===== src/rtl/alu4_issuer_if.sv =====
// Request/response handshake bundle between the board-side logic and alu4_issuer.
interface alu4_issuer_if;
    logic       req_valid;
    logic       req_ready;
    logic [2:0] req_op;
    logic [3:0] req_a;
    logic [3:0] req_b;
    logic       req_cin;

    logic       rsp_valid;
    logic       rsp_ready;
    logic [3:0] rsp_result;
    logic [3:0] rsp_flags;
    logic [2:0] rsp_op;

    // Board side: issues requests and consumes responses.
    modport master (
        output req_valid, req_op, req_a, req_b, req_cin, rsp_ready,
        input  req_ready, rsp_valid, rsp_result, rsp_flags, rsp_op
    );

    // Issuer side: accepts requests and offers responses.
    modport slave (
        input  req_valid, req_op, req_a, req_b, req_cin, rsp_ready,
        output req_ready, rsp_valid, rsp_result, rsp_flags, rsp_op
    );
endinterface


===== src/rtl/alu4_issuer.sv =====
// Sequential initiator for the 4-bit combinational ALU: registers one request,
// holds the ALU inputs for SETTLE cycles, captures result/flags and offers them
// as a response.
module alu4_issuer #(
    parameter int SETTLE = 1
) (
    input  logic          clk,
    input  logic          rst,
    alu4_issuer_if.slave  bus,
    output logic [3:0]    alu_a,
    output logic [3:0]    alu_b,
    output logic [2:0]    alu_c,
    output logic          alu_cin,
    input  logic [3:0]    alu_result,
    input  logic          alu_zero,
    input  logic          alu_overflow,
    input  logic          alu_carry,
    input  logic          alu_size,
    output logic [7:0]    op_count,
    output logic          busy
);

    typedef enum logic [1:0] {
        IDLE  = 2'd0,
        DRIVE = 2'd1,
        RESP  = 2'd2
    } state_t;

    localparam logic [3:0] SETTLE_LAST = 4'(SETTLE - 1);

    state_t     state;
    state_t     state_next;
    logic [3:0] settle_cnt;
    logic       req_fire;
    logic       rsp_fire;
    logic       settle_done;

    // Subtract-based ops need a carry-in of 1; logic ops ignore it and get 0.
    function automatic logic cin_for(input logic [2:0] op, input logic cin);
        logic res;
        case (op)
            3'b000:                 res = cin;
            3'b001, 3'b110, 3'b111: res = 1'b1;
            default:                res = 1'b0;
        endcase
        return res;
    endfunction

    assign req_fire    = bus.req_valid && bus.req_ready;
    assign rsp_fire    = bus.rsp_valid && bus.rsp_ready;
    assign settle_done = (state == DRIVE) && (settle_cnt == SETTLE_LAST);

    // State register.
    always_ff @(posedge clk) begin
        if (rst) begin
            state <= IDLE;
        end else begin
            state <= state_next;
        end
    end

    // Next-state logic: accept -> hold operands for SETTLE cycles -> wait for consumer.
    always_comb begin
        state_next = state;
        case (state)
            IDLE:    if (req_fire)    state_next = DRIVE;
            DRIVE:   if (settle_done) state_next = RESP;
            RESP:    if (rsp_fire)    state_next = IDLE;
            default:                  state_next = IDLE;
        endcase
    end

    // Handshake outputs decoded from state only, so valid never depends on ready.
    always_comb begin
        bus.req_ready = (state == IDLE) && !rst;
        bus.rsp_valid = (state == RESP);
        busy          = (state != IDLE);
    end

    // ALU operand registers change only when a request is accepted.
    always_ff @(posedge clk) begin
        if (rst) begin
            alu_a   <= 4'd0;
            alu_b   <= 4'd0;
            alu_c   <= 3'd0;
            alu_cin <= 1'b0;
        end else if (req_fire) begin
            alu_a   <= bus.req_a;
            alu_b   <= bus.req_b;
            alu_c   <= bus.req_op;
            alu_cin <= cin_for(bus.req_op, bus.req_cin);
        end
    end

    // Settle counter counts DRIVE cycles since the accept.
    always_ff @(posedge clk) begin
        if (rst) begin
            settle_cnt <= 4'd0;
        end else if (req_fire) begin
            settle_cnt <= 4'd0;
        end else if (state == DRIVE) begin
            settle_cnt <= settle_cnt + 4'd1;
        end
    end

    // Response capture at the end of the last settle cycle; held until consumed.
    always_ff @(posedge clk) begin
        if (rst) begin
            bus.rsp_result <= 4'd0;
            bus.rsp_flags  <= 4'd0;
            bus.rsp_op     <= 3'd0;
        end else if (settle_done) begin
            bus.rsp_result <= alu_result;
            bus.rsp_flags  <= {alu_size, alu_carry, alu_overflow, alu_zero};
            bus.rsp_op     <= alu_c;
        end
    end

    // Completed-response counter, wraps naturally at 8 bits.
    always_ff @(posedge clk) begin
        if (rst) begin
            op_count <= 8'd0;
        end else if (rsp_fire) begin
            op_count <= op_count + 8'd1;
        end
    end

endmodule


===== src/flat_wrapper.sv =====
// flat-port wrapper written by rule: the top's interface ports become plain ports
module alu4_issuer_flat 
#(
    parameter int SETTLE = 1
)
  (clk, rst, alu_a, alu_b, alu_c, alu_cin, alu_result, alu_zero, alu_overflow, alu_carry, alu_size, op_count, busy, bus_req_valid, bus_req_op, bus_req_a, bus_req_b, bus_req_cin, bus_rsp_ready, bus_req_ready, bus_rsp_valid, bus_rsp_result, bus_rsp_flags, bus_rsp_op);
  alu4_issuer_if bus_i ();
  input  logic clk;
  input  logic rst;
  output logic [3:0] alu_a;
  output logic [3:0] alu_b;
  output logic [2:0] alu_c;
  output logic alu_cin;
  input  logic [3:0] alu_result;
  input  logic alu_zero;
  input  logic alu_overflow;
  input  logic alu_carry;
  input  logic alu_size;
  output logic [7:0] op_count;
  output logic busy;
  input wire logic [$bits(bus_i.req_valid)-1:0] bus_req_valid;
  input wire logic [$bits(bus_i.req_op)-1:0] bus_req_op;
  input wire logic [$bits(bus_i.req_a)-1:0] bus_req_a;
  input wire logic [$bits(bus_i.req_b)-1:0] bus_req_b;
  input wire logic [$bits(bus_i.req_cin)-1:0] bus_req_cin;
  input wire logic [$bits(bus_i.rsp_ready)-1:0] bus_rsp_ready;
  output wire logic [$bits(bus_i.req_ready)-1:0] bus_req_ready;
  output wire logic [$bits(bus_i.rsp_valid)-1:0] bus_rsp_valid;
  output wire logic [$bits(bus_i.rsp_result)-1:0] bus_rsp_result;
  output wire logic [$bits(bus_i.rsp_flags)-1:0] bus_rsp_flags;
  output wire logic [$bits(bus_i.rsp_op)-1:0] bus_rsp_op;
  assign bus_i.req_valid = bus_req_valid;
  assign bus_i.req_op = bus_req_op;
  assign bus_i.req_a = bus_req_a;
  assign bus_i.req_b = bus_req_b;
  assign bus_i.req_cin = bus_req_cin;
  assign bus_i.rsp_ready = bus_rsp_ready;
  assign bus_req_ready = bus_i.req_ready;
  assign bus_rsp_valid = bus_i.rsp_valid;
  assign bus_rsp_result = bus_i.rsp_result;
  assign bus_rsp_flags = bus_i.rsp_flags;
  assign bus_rsp_op = bus_i.rsp_op;
  alu4_issuer #(.SETTLE(SETTLE)) u_core (.clk(clk), .rst(rst), .bus(bus_i), .alu_a(alu_a), .alu_b(alu_b), .alu_c(alu_c), .alu_cin(alu_cin), .alu_result(alu_result), .alu_zero(alu_zero), .alu_overflow(alu_overflow), .alu_carry(alu_carry), .alu_size(alu_size), .op_count(op_count), .busy(busy));
endmodule

===== config.mk =====
export PLATFORM = sky130hd
export DESIGN_NAME = alu4_issuer_flat
export DESIGN_NICKNAME = d
export VERILOG_FILES = /design/src/rtl/alu4_issuer_if.sv /design/src/rtl/alu4_issuer.sv /design/src/flat_wrapper.sv
export SDC_FILE = /design/constraint.sdc
export NUM_CORES = 1
export LEC_CHECK = 0
export BUFFER_PORTS_ARGS = -buffer_cell sky130_fd_sc_hd__buf_4
export CORE_ASPECT_RATIO = 0.75
export CORE_MARGIN = 2
export CORE_UTILIZATION = 43
export DETAILED_ROUTE_END_ITERATION = 8
export PLACE_DENSITY = 0.85
export SYNTH_ARGS = -nofsm -noshare
export SYNTH_HDL_FRONTEND = slang
export SYNTH_SLANG_ARGS = --single-unit

===== constraint.sdc =====
create_clock -name clk -period 1.4 [get_ports clk]
set_input_delay 0.14 -clock clk [delete_from_list [all_inputs] [get_ports clk]]
set_output_delay 0.14 -clock clk [all_outputs]
set_load 0.02 [all_outputs]

=== Yosys cells after proc, flatten, opt, wreduce, memory -nomap -nowiden ===
Index checks and enable logic that the tools add are counted.
Widths: inputs -> output; s select.

* Register bits after elaboration: 37
* Input bits: 24
* Output and inout bits: 34
* Word-level logic and storage cells: 37

* Add/sub/neg operators: 2
* Equality and inequality tests: 8
* Mux-type cells: 5
* Reduce and logical (&&, ||, !) cells: 12

{| class="wikitable"
|+ Operator list
! operator !! count
|-
| $add 8x1->8 const B || 1
|-
| $eq 3x3->1 const B || 2
|-
| $mux 2 || 3
|-
| $pmux 2 s3 || 1
|-
| $add 4x1->4 const B || 1
|-
| $logic_and 1x1->1 || 4
|-
| $logic_not 4->1 || 1
|-
| $ne 2x1->1 const B || 2
|-
| $eq 3x1->1 const B || 1
|-
| $logic_not 3->1 || 1
|-
| $reduce_and 3->1 || 1
|-
| $reduce_or 3->1 || 1
|-
| $eq 2x1->1 const B || 1
|-
| $eq 2x2->1 const B || 1
|-
| $logic_not 2->1 || 1
|-
| $ne 2x2->1 const B || 1
|-
| $pmux 1 s2 || 1
|-
| $reduce_bool 2->1 || 1
|-
| $reduce_or 2->1 || 1
|-
| $logic_not 1->1 || 1
|}

=== Longest topological paths before layout ===
* Depth after elaboration: 5
* Gate-level depth with buffers: 6
* Mapped depth without buffers: 5

=== Worst setup path before layout ===
Ideal clock, no wire load.

* Kind: flip-flop to flip-flop
* Start point: reg u_core.settle_cnt[0]
* End point: reg u_core.bus.rsp_flags[0]
* Setup time: 0.132 ns
* Arrival: 1.337 ns
* Data required time: 1.268 ns
* Path slack: -0.069 ns
* Stages on the path, launching flop included: 7
* Path buffers: 1
* Clock period less this slack: 1.469 ns
* Path through: dfxtp_1 -> inv_1 -> ha_1 -> or3b_2 -> clkbuf_1 -> o21ai_0 -> a21oi_1

* Longest elaborated chain between the ends: 2

{| class="wikitable"
|+ Ends and longest elaborated chain
! element !! RTL line !! source
|-
| from (decl) || alu4_issuer.sv:33 || <nowiki>logic [3:0] settle_cnt;</nowiki>
|-
| from (signal assigned) || alu4_issuer.sv:102 || <nowiki>settle_cnt <= settle_cnt + 4'd1;</nowiki>
|-
| $logic_not 4->1 || alu4_issuer.sv:51 || <nowiki>assign settle_done = (state == DRIVE) && (settle_cnt == SETTLE_LAST);</nowiki>
|-
| $logic_and 1x1->1 || alu4_issuer.sv:51 ||
|-
| to (signal assigned) || alu4_issuer.sv:114 || <nowiki>bus.rsp_flags <= {alu_size, alu_carry, alu_overflow, alu_zero};</nowiki>
|-
| to (decl) || alu4_issuer_if.sv:25 || <nowiki>output req_ready, rsp_valid, rsp_result, rsp_flags, rsp_op</nowiki>
|}

Every way passes these cells.
A chain may end at the register's enable or synchronous reset.

=== Final worst setup path ===
Same ends and word-level chain as after synthesis.

==> run_summary.xml <==
<?xml version="1.0" encoding="UTF-8"?>
<metrics>
  <group name="floorplanning">
    <metric name="placementRows" unit="">18</metric>
    <metric name="design.core.area" unit="um^2">3380</metric>
    <metric name="die-area" unit="um^2">4140</metric>
    <metric name="floorplan.initialDensity" unit="%">46.3</metric>
    <metric name="io-pin-count" unit="">58</metric>
    <metric name="die-width" unit="um">73.7</metric>
    <metric name="die_y_extent" unit="um">56.3</metric>
  </group>
  <group name="setup_path">
    <metric name="timing.critical_path.fanout_max" unit="">6</metric>
    <metric name="start_kind" unit="">flip-flop</metric>
    <metric name="cp.required" unit="ns">1.55</metric>
    <metric name="cells_along_the_critical_path" unit="">inv_1 -&gt; ha_2 -&gt; or3b_4 -&gt; o21ai_1 -&gt; a21oi_1</metric>
    <metric name="worstPathBufferInverterCount" unit="">1</metric>
    <metric name="critical_path.slowest_cell" unit="">sky130_fd_sc_hd__or3b_4</metric>
    <metric name="worst-setup-path-type" unit="">reg2reg</metric>
    <metric name="timing.critical_path.arrival" unit="ns">1.50</metric>
    <metric name="timing.critical_path.max_delay_family" unit="">simple AND/OR/NAND/NOR gates</metric>
    <metric name="worst_setup_path_end_kind" unit="">flip-flop</metric>
    <metric name="cpPeakStageDelay" unit="ns">0.43</metric>
  </group>
  <group name="detailed_routing">
    <metric name="routed_length_per_instance" unit="um">13.0</metric>
    <metric name="via_count" unit="">1517</metric>
    <metric name="number_of_antenna_violating_nets_in_the_routed_design" unit="">0</metric>
    <metric name="drt-vias-per-instance" unit="">5.20</metric>
    <metric name="1st_iter_drt_viols" unit="">54</metric>
    <metric name="drt_pass1_iterations" unit="">4</metric>
    <metric name="route.detailed.drc" unit="">0</metric>
    <metric name="drt_wl_total" unit="um">3810</metric>
  </group>
  <group name="cells_and_area">
    <metric name="final_instance_area" unit="um^2">2260</metric>
    <metric name="num_antenna_cells" unit="">0</metric>
    <metric name="final_net_count" unit="">278</metric>
    <metric name="flow.area_growth_from_synthesis" unit="%">44.3</metric>
    <metric name="layout-drive-gt1-share" unit="%">36.9</metric>
  </group>
  <group name="clock_network">
    <metric name="cts_root_buf" unit="">sky130_fd_sc_hd__clkbuf_8</metric>
    <metric name="clock_insertion_delay_worst_skew" unit="ns">0.28</metric>
    <metric name="h-tree-depth" unit="">2</metric>
    <metric name="cts_tree" unit="">yes</metric>
    <metric name="clock_sinks" unit="">37</metric>
    <metric name="clock_tree.buffer_depth" unit="">2</metric>
    <metric name="clkSlewWorstSetupHoldPaths" unit="ns">0.07</metric>
    <metric name="numCtsBuffers" unit="">5</metric>
  </group>
  <group name="yosys">
    <metric name="synth-seq-cells" unit="">37</metric>
    <metric name="synth.top_cells.by_area" unit="">sky130_fd_sc_hd__dfxtp_1 47%, sky130_fd_sc_hd__o21ai_0 8.6%, sky130_fd_sc_hd__a21oi_1 5.8%</metric>
    <metric name="synth_top_cells_by_count" unit="">37 x sky130_fd_sc_hd__dfxtp_1, 27 x sky130_fd_sc_hd__o21ai_0, 19 x sky130_fd_sc_hd__nand2_1, 18 x sky130_fd_sc_hd__a21oi_1, 13 x sky130_fd_sc_hd__nand3_1</metric>
    <metric name="synth-edff-count" unit="">0</metric>
    <metric name="post_synth_inst_count" unit="">183</metric>
    <metric name="async_reset_ff_share" unit="%">0</metric>
    <metric name="ys.warnings.count" unit="">0</metric>
    <metric name="cell_type_contributing_the_most_total_cell_area_after_synthesis" unit="">sky130_fd_sc_hd__dfxtp_1</metric>
    <metric name="synth_top_area_share" unit="%">47.3</metric>
    <metric name="synth_fp_nets" unit="">210</metric>
    <metric name="syn-mean-instance-area" unit="um^2">8.55</metric>
    <metric name="yosysMostFrequentCell" unit="">sky130_fd_sc_hd__dfxtp_1</metric>
    <metric name="synth.yosys.seq_area_share" unit="%">47.3</metric>
    <metric name="synthDistinctLibCells" unit="">32</metric>
    <metric name="ys_dominant_reg_cell" unit="">sky130_fd_sc_hd__dfxtp_1</metric>
    <metric name="synthesis.area" unit="um^2">1570</metric>
  </group>
  <group name="global_routing">
    <metric name="grt_pass1_wl" unit="um">6070</metric>
    <metric name="grt_start_max_net_pins" unit="">39</metric>
    <metric name="antenna_violations_before_repair" unit="">0</metric>
    <metric name="overall_fraction_of_global_route_tracks_in_use" unit="%">18.5</metric>
    <metric name="vias_in_the_first_global_route" unit="">1411</metric>
    <metric name="grt-ovfl-total" unit="">0</metric>
  </group>
  <group name="min_path">
    <metric name="hold_path.class" unit="">in2reg</metric>
  </group>
  <group name="placement">
    <metric name="pre_cts_ws" unit="ns">0.0112</metric>
    <metric name="dp_hpwl" unit="um">2580</metric>
    <metric name="port_buffers" unit="">57</metric>
    <metric name="placed_area" unit="um^2">2110</metric>
    <metric name="place_congestion" unit="">0.796</metric>
  </group>
  <group name="job">
    <metric name="maxCapViolations" unit="">0</metric>
  </group>
  <group name="power">
    <metric name="power_leakage" unit="nW">0.966</metric>
    <metric name="ir_worst_vdd" unit="mV">0.707</metric>
    <metric name="power_density" unit="nW/um^2">1060</metric>
  </group>
  <group name="timing">
    <metric name="skew" unit="ns">0.00335</metric>
    <metric name="clock.fmax" unit="MHz">743</metric>
    <metric name="finalSetupTns" unit="ns">0</metric>
    <metric name="fin_crit" unit="ns">1.35</metric>
    <metric name="min_period_over_period" unit="%">96.1</metric>
    <metric name="postLayoutSetupSlackWorst" unit="ns">0.0542</metric>
    <metric name="finalHoldViolations" unit="">0</metric>
    <metric name="worstMarginPinSlew" unit="ns">0.394</metric>
    <metric name="max_transition_margin" unit="%">73.7</metric>
    <metric name="finalSetupViolations" unit="">0</metric>
    <metric name="rsz0062_at_grt" unit="">true</metric>
    <metric name="maxSlewViolCount" unit="">0</metric>
  </group>
  <group name="run_status">
    <metric name="run_status" unit="">finished, final reports clean</metric>
  </group>
</metrics>
-- cells by family after synthesis --
logic type | synth area share (%)
mux | 0.640
compound gates | 18.1
buf+inv | 4.32
simple gates | 26.1
flops | 47.3
xor+xnor | 1.12
fa+ha+maj | 2.40
-- final cells by class --
cell class | instances | area (um^2)
Multi-Input combinational cell | 132 | 808
Clock buffer | 6 | 72.6
Clock inverter | 2 | 10.0
Fill cell | 281 | 1120
Inverter | 3 | 11.3
Sequential cell | 37 | 746
Tap cell | 40 | 50.0
Timing Repair Buffer | 72 | 561
-- flip-flops by register name, indices dropped and copies added (netlist names) --
register and count:
u_core.alu_a 4, u_core.alu_b 4, u_core.alu_c 3, u_core.alu_cin 1, u_core.bus.rsp_flags 4, u_core.bus.rsp_op 3, u_core.bus.rsp_result 4, u_core.op_count 8
u_core.settle_cnt 4, u_core.state 2
-- final timing paths --
path	from	to	slack [ns]	depth (start not counted)
setup / recovery	u_core.settle_cnt[0]	u_core.bus.rsp_flags[0]	0.05	5
hold / removal	bus_req_a[1]	u_core.alu_a[1]	0.05	3
setup reg to reg	u_core.settle_cnt[0]	u_core.bus.rsp_flags[0]	0.05	5
hold reg to reg	u_core.bus.rsp_result[2]	u_core.bus.rsp_result[2]	0.47	2
-- layout by cell type (no fill, tap or decap), types with 2 or more instances in the layout --
| cell | synthesis | layout |
|---|---|---|
| sky130_fd_sc_hd__xor2_1 | 2 | 2 |
| sky130_fd_sc_hd__a21oi_1 | 18 | 18 |
| sky130_fd_sc_hd__dfxtp_1 | 37 | 35 |
| sky130_fd_sc_hd__or3_1 | 4 | 4 |
| sky130_fd_sc_hd__o21ai_0 | 27 | 15 |
| sky130_fd_sc_hd__or3b_4 | 0 | 2 |
| sky130_fd_sc_hd__nand2_1 | 19 | 19 |
| sky130_fd_sc_hd__o21ai_1 | 0 | 9 |
| sky130_fd_sc_hd__nand2b_1 | 12 | 12 |
| sky130_fd_sc_hd__ha_1 | 3 | 2 |
| sky130_fd_sc_hd__o21ai_2 | 0 | 3 |
| sky130_fd_sc_hd__or4_1 | 2 | 2 |
| sky130_fd_sc_hd__clkbuf_8 | 0 | 5 |
| sky130_fd_sc_hd__nor2_1 | 7 | 6 |
| sky130_fd_sc_hd__nand3_1 | 13 | 13 |
| sky130_fd_sc_hd__buf_4 | 0 | 69 |
| sky130_fd_sc_hd__o31ai_1 | 2 | 2 |
| sky130_fd_sc_hd__nor3b_1 | 3 | 2 |
| sky130_fd_sc_hd__nand4_1 | 2 | 2 |
| sky130_fd_sc_hd__clkinv_2 | 0 | 2 |
| sky130_fd_sc_hd__a22oi_1 | 2 | 2 |
| sky130_fd_sc_hd__nor2b_1 | 3 | 3 |
| sky130_fd_sc_hd__inv_1 | 3 | 3 |
| sky130_fd_sc_hd__buf_6 | 1 | 2 |
-- layer usage --
layer | wire length (um) | GRT usage (%)
met1 | 1660 | 21.9
met4 | 4 | 4.16
met2 | 1920 | 32.0
met5 | 0 | 0
met3 | 223 | 6.10
-- worst reg2reg max path: cells and delay by family (launching register included) --
family	cells	cell delay, ns
adders and majority gates	1	0.18
AOI/OAI and AO/OA	2	0.22
DFF	1	0.31
buffers and inverters	1	0.07
and+or+nand+nor	1	0.43
-- where the power goes --
group	total [mW]	internal, mW	switching, mW
Clock	0.693	0.345	0.348
Sequential	1.16	1.12	0.0467
Combinational	0.540	0.258	0.282
Total	2.40	1.72	0.677
-- what timing repair did --
action                     CTS  global route
hold buffers                 0             0
buffers inserted             1             1
setup endpoints to repair    5            27
cloned                       0             1
pin swaps                    1             2
gates resized for setup      5            11
-- per-stage QoR --
stage	utilization (%)	cells	hold slack [ns]	total power, mW
after floorplan	-	183	0.249	1.46
after global placement	62.4	281	0.332	1.68
after detailed placement	62.4	281	0.339	1.69
after CTS	65.4	290	0.0456	2.40
after global routing	66.9	292	0.0568	2.52
final	66.9	292	0.0537	2.40
No activity file was read; power rests on OpenSTA's default activity.
